`src/rtl/if_id_stage.sv`:
```
// Fetch/decode boundary register: assembles one- or two-word instructions (opcode bit 0 set => immediate follows).
// Optional IF_ID_BUBBLE_COUNT_EN adds a saturating bubble_count output.
module if_id_stage #(
    parameter logic [15:0] NOP_WORD = 16'h0000
) (
    input  logic        clk,
    input  logic        reset,
    input  logic [31:0] pc_in,
    input  logic [15:0] imem_word,
    input  logic        stall,
    input  logic        flush,
    output logic [15:0] instr_out,
    output logic [15:0] imm_out,
    output logic [31:0] pc_out,
    output logic [31:0] ret_pc_out,
    output logic        valid_out,
    output logic        imm_pending
`ifdef IF_ID_BUBBLE_COUNT_EN
    ,
    output logic [15:0] bubble_count
`endif
);

    typedef enum logic {S_OP = 1'b0, S_IMM = 1'b1} state_t;

    state_t      r_state, w_state_nxt;
    logic [15:0] r_op_hold, w_op_hold_nxt;
    logic [31:0] r_pc_hold, w_pc_hold_nxt;
    logic [15:0] r_instr, w_instr_nxt;
    logic [15:0] r_imm, w_imm_nxt;
    logic [31:0] r_pc, w_pc_nxt;
    logic [31:0] r_ret_pc, w_ret_pc_nxt;
    logic        r_valid, w_valid_nxt;

    // State register and all holding/output registers
    always_ff @(posedge clk) begin
        if (reset) begin
            r_state   <= S_OP;
            r_op_hold <= '0;
            r_pc_hold <= '0;
            r_instr   <= NOP_WORD;
            r_imm     <= '0;
            r_pc      <= '0;
            r_ret_pc  <= '0;
            r_valid   <= 1'b0;
        end else begin
            r_state   <= w_state_nxt;
            r_op_hold <= w_op_hold_nxt;
            r_pc_hold <= w_pc_hold_nxt;
            r_instr   <= w_instr_nxt;
            r_imm     <= w_imm_nxt;
            r_pc      <= w_pc_nxt;
            r_ret_pc  <= w_ret_pc_nxt;
            r_valid   <= w_valid_nxt;
        end
    end

    // Next-state logic: flush beats stall
    always_comb begin
        w_state_nxt = r_state;
        if (flush) begin
            w_state_nxt = S_OP;
        end else if (!stall) begin
            case (r_state)
                S_OP:    w_state_nxt = imem_word[0] ? S_IMM : S_OP;
                S_IMM:   w_state_nxt = S_OP;
                default: w_state_nxt = S_OP;
            endcase
        end
    end

    // Output/datapath next values
    always_comb begin
        w_op_hold_nxt = r_op_hold;
        w_pc_hold_nxt = r_pc_hold;
        w_instr_nxt   = r_instr;
        w_imm_nxt     = r_imm;
        w_pc_nxt      = r_pc;
        w_ret_pc_nxt  = r_ret_pc;
        w_valid_nxt   = r_valid;
        if (flush) begin
            w_op_hold_nxt = '0;
            w_pc_hold_nxt = '0;
            w_instr_nxt   = NOP_WORD;
            w_imm_nxt     = '0;
            w_pc_nxt      = '0;
            w_ret_pc_nxt  = '0;
            w_valid_nxt   = 1'b0;
        end else if (!stall) begin
            case (r_state)
                S_OP: begin
                    if (imem_word[0]) begin
                        // Opcode of a two-word instruction: park it, keep outputs, drop valid
                        w_op_hold_nxt = imem_word;
                        w_pc_hold_nxt = pc_in;
                        w_valid_nxt   = 1'b0;
                    end else begin
                        w_instr_nxt  = imem_word;
                        w_imm_nxt    = '0;
                        w_pc_nxt     = pc_in;
                        w_ret_pc_nxt = pc_in + 32'd1;
                        w_valid_nxt  = 1'b1;
                    end
                end
                S_IMM: begin
                    w_instr_nxt  = r_op_hold;
                    w_imm_nxt    = imem_word;
                    w_pc_nxt     = r_pc_hold;
                    w_ret_pc_nxt = r_pc_hold + 32'd2;
                    w_valid_nxt  = 1'b1;
                end
                default: begin
                    w_valid_nxt = 1'b0;
                end
            endcase
        end
    end

    assign instr_out   = r_instr;
    assign imm_out     = r_imm;
    assign pc_out      = r_pc;
    assign ret_pc_out  = r_ret_pc;
    assign valid_out   = r_valid;
    assign imm_pending = (r_state == S_IMM);

`ifdef IF_ID_BUBBLE_COUNT_EN
    logic [15:0] r_bubble_cnt;
    logic        w_bubble;

    // A bubble is any unstalled edge that leaves valid_out low
    assign w_bubble = flush || (!stall && (r_state == S_OP) && imem_word[0]);

    always_ff @(posedge clk) begin
        if (reset) begin
            r_bubble_cnt <= '0;
        end else if (w_bubble && (r_bubble_cnt != 16'hFFFF)) begin
            r_bubble_cnt <= r_bubble_cnt + 16'd1;
        end
    end

    assign bubble_count = r_bubble_cnt;
`endif

endmodule

```
`config.mk`:
```
export PLATFORM = sky130hd
export DESIGN_NAME = if_id_stage
export DESIGN_NICKNAME = d
export VERILOG_FILES = /design/src/rtl/if_id_stage.sv
export SDC_FILE = /design/constraint.sdc
export NUM_CORES = 1
export LEC_CHECK = 0
export ABC_AREA = 0
export CORE_MARGIN = 5
export CORE_UTILIZATION = 50
export DETAILED_ROUTE_END_ITERATION = 10
export PLACE_DENSITY = 0.86
export SYNTH_ARGS = -nofsm -noshare
export SYNTH_HDL_FRONTEND = slang
export SYNTH_SLANG_ARGS = --single-unit
```
`constraint.sdc`:
```
create_clock -name clk -period 4.1 [get_ports clk]
set_input_delay 0.615 -clock clk [delete_from_list [all_inputs] [get_ports clk]]
set_output_delay 0.615 -clock clk [all_outputs]
set_load 0.01 [all_outputs]
```
==> metrics.md, run 1 <==
| Metric | Value |
|---|---|
| Crit path cell chain | clkdlybuf4s50_1, nand2b_1, nor2_1, nand2_1, nor2_1, a221o_1 |
| Syn nets | 841 |
| Routed vias | 6247 |
| Largest net degree at the start of global routing | 112 |
| Synth cell types | 47 |
| Clock latency on the worst-skew pair | 420 ps |
| CTS tree | built |
| Startpoint Class | primary input |
| CTS Buf Count | 17 |
| EDFF count, synth | 0 |
| Fmax | 384 MHz |
| Final slew viol count | 0 |
| Die area | 15800 µm² |
| Share of cells above drive strength 1 | 6.24% |
| Clk sinks | 146 |
| Worst path required time | 4410 ps |
| Mapped Cells | 787 |
| Cell mode on critical path | nor2_1 |
| Fin nets | 955 |
| Synth Cell Area | 6700 µm² |
| Final setup viols | 0 |
| Dpl hpwl | 12600 µm |
| ANT nets after route | 0 |
| Tot Pwr | 3.39 mW |
| Skew final | 8.08 ps |
| Power per cell area | 383 nW/µm² |
| Final Util | 67.0% |
| Number of synthesized register bits | 146 |
| Residual DRC | 0 |
| 1st-pass router iterations | 5 |
| Seq/Total Area, Yosys | 43.6% |
| Hold Buf Count CTS | 0 |
| WL per Instance | 17.1 µm |
| Fillcell total | 1063 |
| Remaining global-route overflow | 0 |
| CTS root buf | clkbuf_16 |
| CP peak stage delay | 700 ps |
| Async SR Flop Fraction | 0% |
| Post-CTS sizing | 0 |
| Inserted Diodes | 0 |
| Clk buf depth | 2 |
| Overall Global Routing Usage | 23.6% |
| First-pass GRT wire length | 30600 µm |
| Initial core utilization | 50.8% |
| CP Buf/Inv Count | 1 |
| Total Wirelength | 18700 µm |
| Static leakage | 2.92 nW |
| Critical Path Slowest Stage Cell | clkdlybuf4s50_1 |
| Peak supply drop | 0.000235 V |
| Synth Flop Type | dfxtp_1 |
| Hold Startpoint | r_op_hold[6] |
| Post-route minimum period | 2600 ps |
| Slew margin rel. | 24.0% |
| Die Y | 126 µm |
| RSZ-0062 raised after global routing | false |
| Row Count | 42 |
| RR Startpoint | imm_pending |
| Clock-pin slew on the worst setup and hold paths | 60 ps |
| CP Max Fanout | 16 |
| Post-Synthesis Mean Instance Area | 8.52 µm² |
| Crit path DAT | 2910 ps |
| Max-cap viol count | 0 |
| Final Cell Area | 8840 µm² |
| IO Count | 150 |
| Vias in the first global route | 6123 |
| Area delta synth->final | 31.8% |
| Final hold vios | 0 |
| Least-Margin Pin Slew | 1140 ps |
| Crit. End Element | flop |
| Placer congestion estimate | 0.944 |
| Routed vias/inst | 5.73 |
| WHS Path Cells | 2 |
| R2r setup slk | 1650 ps |
| Yosys warns | 0 |
| R2R depth | 5 |
| 1st-iter DRT viols | 463 |
| Initial antenna violation count | 0 |
| Setup TNS | 0 ps |
| Core Region | 13200 µm² |
| Setup CP Type | in -> reg |
| Htree depth | 4 |
| PortBufs | 149 |
| Post-CTS Setup Bufs | 0 |
| Worst r2r dst | ret_pc_out[18] |
| Status | completed |
| Dpl cell area | 8250 µm² |
| Crit-path leading delay family | simple AND/OR/NAND/NOR gates |
| Worst min path class | reg -> reg |
| Final period util | 63.5% |
| Hold Path Sink | r_op_hold[6] |
| Die W | 126 µm |
[cell usage in the layout (no fill, tap or decap), drive strengths merged, types with 6 or more instances in the layout]
master and instances:
a211oi 50, nand3 24, nor4 6, dfxtp 146, mux2i 48, nand2 143
nor2 66, xnor2 35, a22oi 6, xor2 21, inv 6, and3 7
clkinv 6, and4 8, nor3 7, a21oi 61, a22o 16, o211ai 10
o221ai 6, o21ai 19, clkdlybuf4s50 149, buf 7, nand4 22, clkbuf 20
[layer usage]
layer	track usage [%]	share of wire, %	vias up
met5	0	0	-
met4	9.97	2.2	0
met3	7.58	8.7	32
met2	38.1	48	259
met1	29.2	41	2949
li1	-	-	3007
[power breakdown]
| group | internal (mW) | leakage, nW | switching, mW | total (mW) |
|---|---|---|---|---|
| clock | 0.929 | 0.287 | 0.603 | 1.53 |
| sequential | 1.46 | 1.19 | 0.0332 | 1.49 |
| combinational | 0.166 | 1.45 | 0.198 | 0.364 |
[per-stage QoR]
step / hold slack [ps] / std cells / setup slack [ps]
global placement: 441 / 1058 / 1110
finish: 454 / 1090 / 1500
floorplan: 436 / 787 / 2060
CTS: 456 / 1090 / 1520
global route: 476 / 1090 / 1260
detailed placement: 448 / 1058 / 1060
[registers in the layout (all words and copies together), names as in the netlist]
signal       cells
imm_out         16
imm_pending      1
instr_out       16
valid_out        1
pc_out          32
r_op_hold       16
ret_pc_out      32
r_pc_hold       32
[how the worst max path moves through the flow]
| stage | start | cells past startpoint | endpoint |
|---|---|---|---|
| finish | stall | 6 | ret_pc_out[18] |
| CTS | stall | 6 | ret_pc_out[18] |
| detailed placement | stall | 6 | ret_pc_out[18] |
| global route | stall | 6 | ret_pc_out[18] |
| global placement | stall | 6 | ret_pc_out[18] |
| floorplan | pc_in[5] | 7 | ret_pc_out[28] |
[Yosys cell counts, types with 2 or more instances]
| master | number | share of area, % |
|---|---|---|
| and3_1 | 6 | 0.56 |
| clkbuf_1 | 42 | 2.4 |
| and2_1 | 3 | 0.28 |
| or2_2 | 2 | 0.19 |
| xnor2_1 | 35 | 4.6 |
| dfxtp_1 | 146 | 44 |
| a22oi_1 | 6 | 0.67 |
| a211oi_1 | 50 | 5.6 |
| xor2_1 | 21 | 2.7 |
| buf_1 | 3 | 0.17 |
| ha_1 | 2 | 0.37 |
| a22o_1 | 16 | 2.1 |
| nor3_1 | 5 | 0.37 |
| buf_2 | 16 | 1.2 |
| nor2_1 | 66 | 3.7 |
| inv_1 | 3 | 0.17 |
| and4_1 | 7 | 0.91 |
| nand4_1 | 21 | 2.0 |
| nor4_1 | 5 | 0.47 |
| mux2i_1 | 48 | 7.2 |
| a31oi_1 | 2 | 0.19 |
| o21ai_0 | 8 | 0.60 |
| nand3_1 | 23 | 1.7 |
| a21oi_1 | 61 | 4.6 |
| o221ai_1 | 5 | 0.65 |
| nand2_1 | 143 | 8.0 |
| nand2b_1 | 3 | 0.28 |
| o211ai_1 | 10 | 1.1 |
| o21ai_1 | 11 | 0.82 |
[worst register-to-register path, delay by kind of cell, from the launching register on]
family,cells,cell delay [ps]
DFF,1,560
buffers and inverters,1,680
AOI/OAI and AO/OA,1,260
and+or+nand+nor,3,840
[area by class of cell]
class | instances | area [µm²] | area share [%]
inverter | 4 | 15.0 | 0.170
timing repair buffer | 156 | 1540 | 17.5
clock inverter | 12 | 131 | 1.49
multi-input combinational | 576 | 3540 | 40.1
sequential | 146 | 2930 | 33.1
clock buffer | 20 | 457 | 5.17
tap | 176 | 220 | 2.49
[logic make-up after synthesis]
logic type	Yosys count	synth area share, %
buffers and inverters	65	3.94
XOR/XNOR	56	7.32
AO/OA/AOI/OAI	174	17.1
AND/OR/NAND/NOR	295	20.3
flip-flops	146	43.6
multiplexers	49	7.33
adder cells (fa/ha/maj)	2	0.373
Note: power is estimated with default switching activity, not from simulation.
==> run 2: changes to the inputs <==
Settings changed: CORE_UTILIZATION 50 to 46, PLACE_DENSITY 0.86 to 0.84.
Clock period 4.1 ns to 2.1 ns, I/O delays scaled along.
==> run 2 against run 1 <==
  * Cell count increased by 7.2%
  * Hold slack got worse by 3.2 ps
  * Die area increased by 8.0%
  * Sequential share of layout area decreased by 2.2 points
  * Via count increased by 3.9%
  * Critical path depth increased by 2
  * Flip-flop and latch count unchanged
  * Routed wire length increased by 7.0%
  * Non-clock buffer count increased by 71
  * Largest cell class unchanged
==> metrics.md, run 2 (same netlist as run 1, synthesis figures left out) <==
| Metric | Value |
|---|---|
| Status | completed |
| Most frequent cells in the layout | clkdlybuf4s50_1 (149), dfxtp_1 (144), nand2_1 (143) |
| Tot Pwr | 7.01 mW |
| Final slew viol count | 0 |
| Max-cap viol count | 0 |
| Placed Cells | 1137 |
| Final Util | 65.7% |
| Crit path cell chain | ha_1, nand4_1, buf_4, nor2_1, nand4_1, xnor2_1, o21ai_1, a211oi_1 |
| Initial core utilization | 46.5% |
| Die Y | 131 µm |
| Static leakage | 3.31 nW |
| First-pass GRT wire length | 32200 µm |
| Total Wirelength | 20000 µm |
| CP peak stage delay | 400 ps |
| Hold Buf Count CTS | 0 |
| Final worst setup slack | 142 ps |
| Final setup viols | 0 |
| Skew final | 7.95 ps |
| Clk sinks | 146 |
| Inserted Diodes | 0 |
| 1st-iter DRT viols | 459 |
| Residual DRC | 0 |
| ANT nets after route | 0 |
| Fin nets | 1026 |
| Startpoint Class | flop |
| Die area | 17100 µm² |
| CTS root buf | clkbuf_16 |
| Crit path DAT | 2290 ps |
| CTS tree | built |
| Worst Hold Margin | 451 ps |
| 1st-pass router iterations | 5 |
| Post-route minimum period | 1960 ps |
| Non-filler cells in the finished layout | 1168 |
| Routed vias/inst | 5.55 |
| Peak supply drop | 0.000518 V |
| Dpl hpwl | 14100 µm |
| Routed vias | 6488 |
| Row Count | 44 |
| Overall Global Routing Usage | 23.8% |
| CP Max Fanout | 6 |
| Final hold vios | 0 |
| Cell mode on critical path | nand4_1 |
| Core Region | 14400 µm² |
| Fmax | 511 MHz |
| RSZ-0062 raised after global routing | false |
| CTS Buf Count | 17 |
| CP Buf/Inv Count | 1 |
| Placer congestion estimate | 0.925 |
| Critical Path Slowest Stage Cell | dfxtp_1 |
| Dpl cell area | 8840 µm² |
| Die W | 131 µm |
| Crit-path leading delay family | simple AND/OR/NAND/NOR gates |
| Least-Margin Pin Slew | 1130 ps |
| Slew margin rel. | 24.4% |
| Clock-pin slew on the worst setup and hold paths | 60 ps |
| Initial antenna violation count | 0 |
| Final Cell Area | 9480 µm² |
| Remaining global-route overflow | 0 |
| Clock latency on the worst-skew pair | 420 ps |
| Crit. End Element | flop |
| Share of cells above drive strength 1 | 13.0% |
| WL per Instance | 17.1 µm |
| Worst path required time | 2430 ps |
| Htree depth | 4 |
| PortBufs | 149 |
| IO Count | 150 |
| Post-CTS Setup Bufs | 0 |
| Clk buf depth | 2 |
| Worst min path class | reg -> reg |
| Final period util | 93.2% |
| Vias in the first global route | 6380 |
| Commonest non-fill, non-tap cell in the layout | clkdlybuf4s50_1 |
| Setup CP Type | reg -> reg |
| Power per cell area | 740 nW/µm² |
| Setup TNS | 0 ps |
| Largest net degree at the start of global routing | 88 |
| Area delta synth->final | 41.4% |
| Dpl ws | -229 ps |
[run 2: path summary, 6_finish.rpt]
kind	depth (start not counted)	endpoint	from	slack (ps)
worst min register to register	2	ret_pc_out[8]	ret_pc_out[8]	450
worst max register to register	8	ret_pc_out[25]	r_pc_hold[2]	140
worst min-delay path	2	ret_pc_out[8]	ret_pc_out[8]	450
worst max-delay path	8	ret_pc_out[25]	r_pc_hold[2]	140
[run 2: metal layers]
metal / vias to the layer above / wire length, µm / share of wire, % / track usage, %
met4: 0 / 708 / 3.5 / 9.80
met1: 3012 / 7980 / 40 / 28.7
met2: 266 / 9440 / 47 / 39.3
met5: - / 0 / 0 / 0
met3: 57 / 1860 / 9.3 / 7.64
li1: 3153 / - / - / -
[run 2: layout make-up]
class                      instances  area, µm²
fill                            1141       4940
multi-input combinational        576       3540
sequential                       146       2930
timing repair buffer             227       2130
clock buffer                      18        429
tap                              184        230
clock inverter                    13        209
inverter                           4       15.0
[run 2: report_power, final]
part | internal, mW | switching (mW) | total [mW]
clock | 2.11 | 1.20 | 3.30
combinational | 0.388 | 0.419 | 0.807
sequential | 2.85 | 0.0556 | 2.90
[run 2: worst min-delay path: cells and delay by family (launching register included)]
kind	cells	cell delay, ps
flops	1	310
compound gates	1	50
simple gates	1	50
[run 2: repair_timing]
| item | CTS | global route |
|---|---|---|
| resized for setup | 0 | 1 |
| endpoints found under the hold margin | 0 | 0 |
| endpoints found under the setup margin | 0 | 2 |
==> run 3: changes to the inputs <==
Settings changed: CTS_CLUSTER_DIAMETER set to 60.
==> results of run 3 <==
No change in the layout: final DEF, timing and power equal those of run 2.
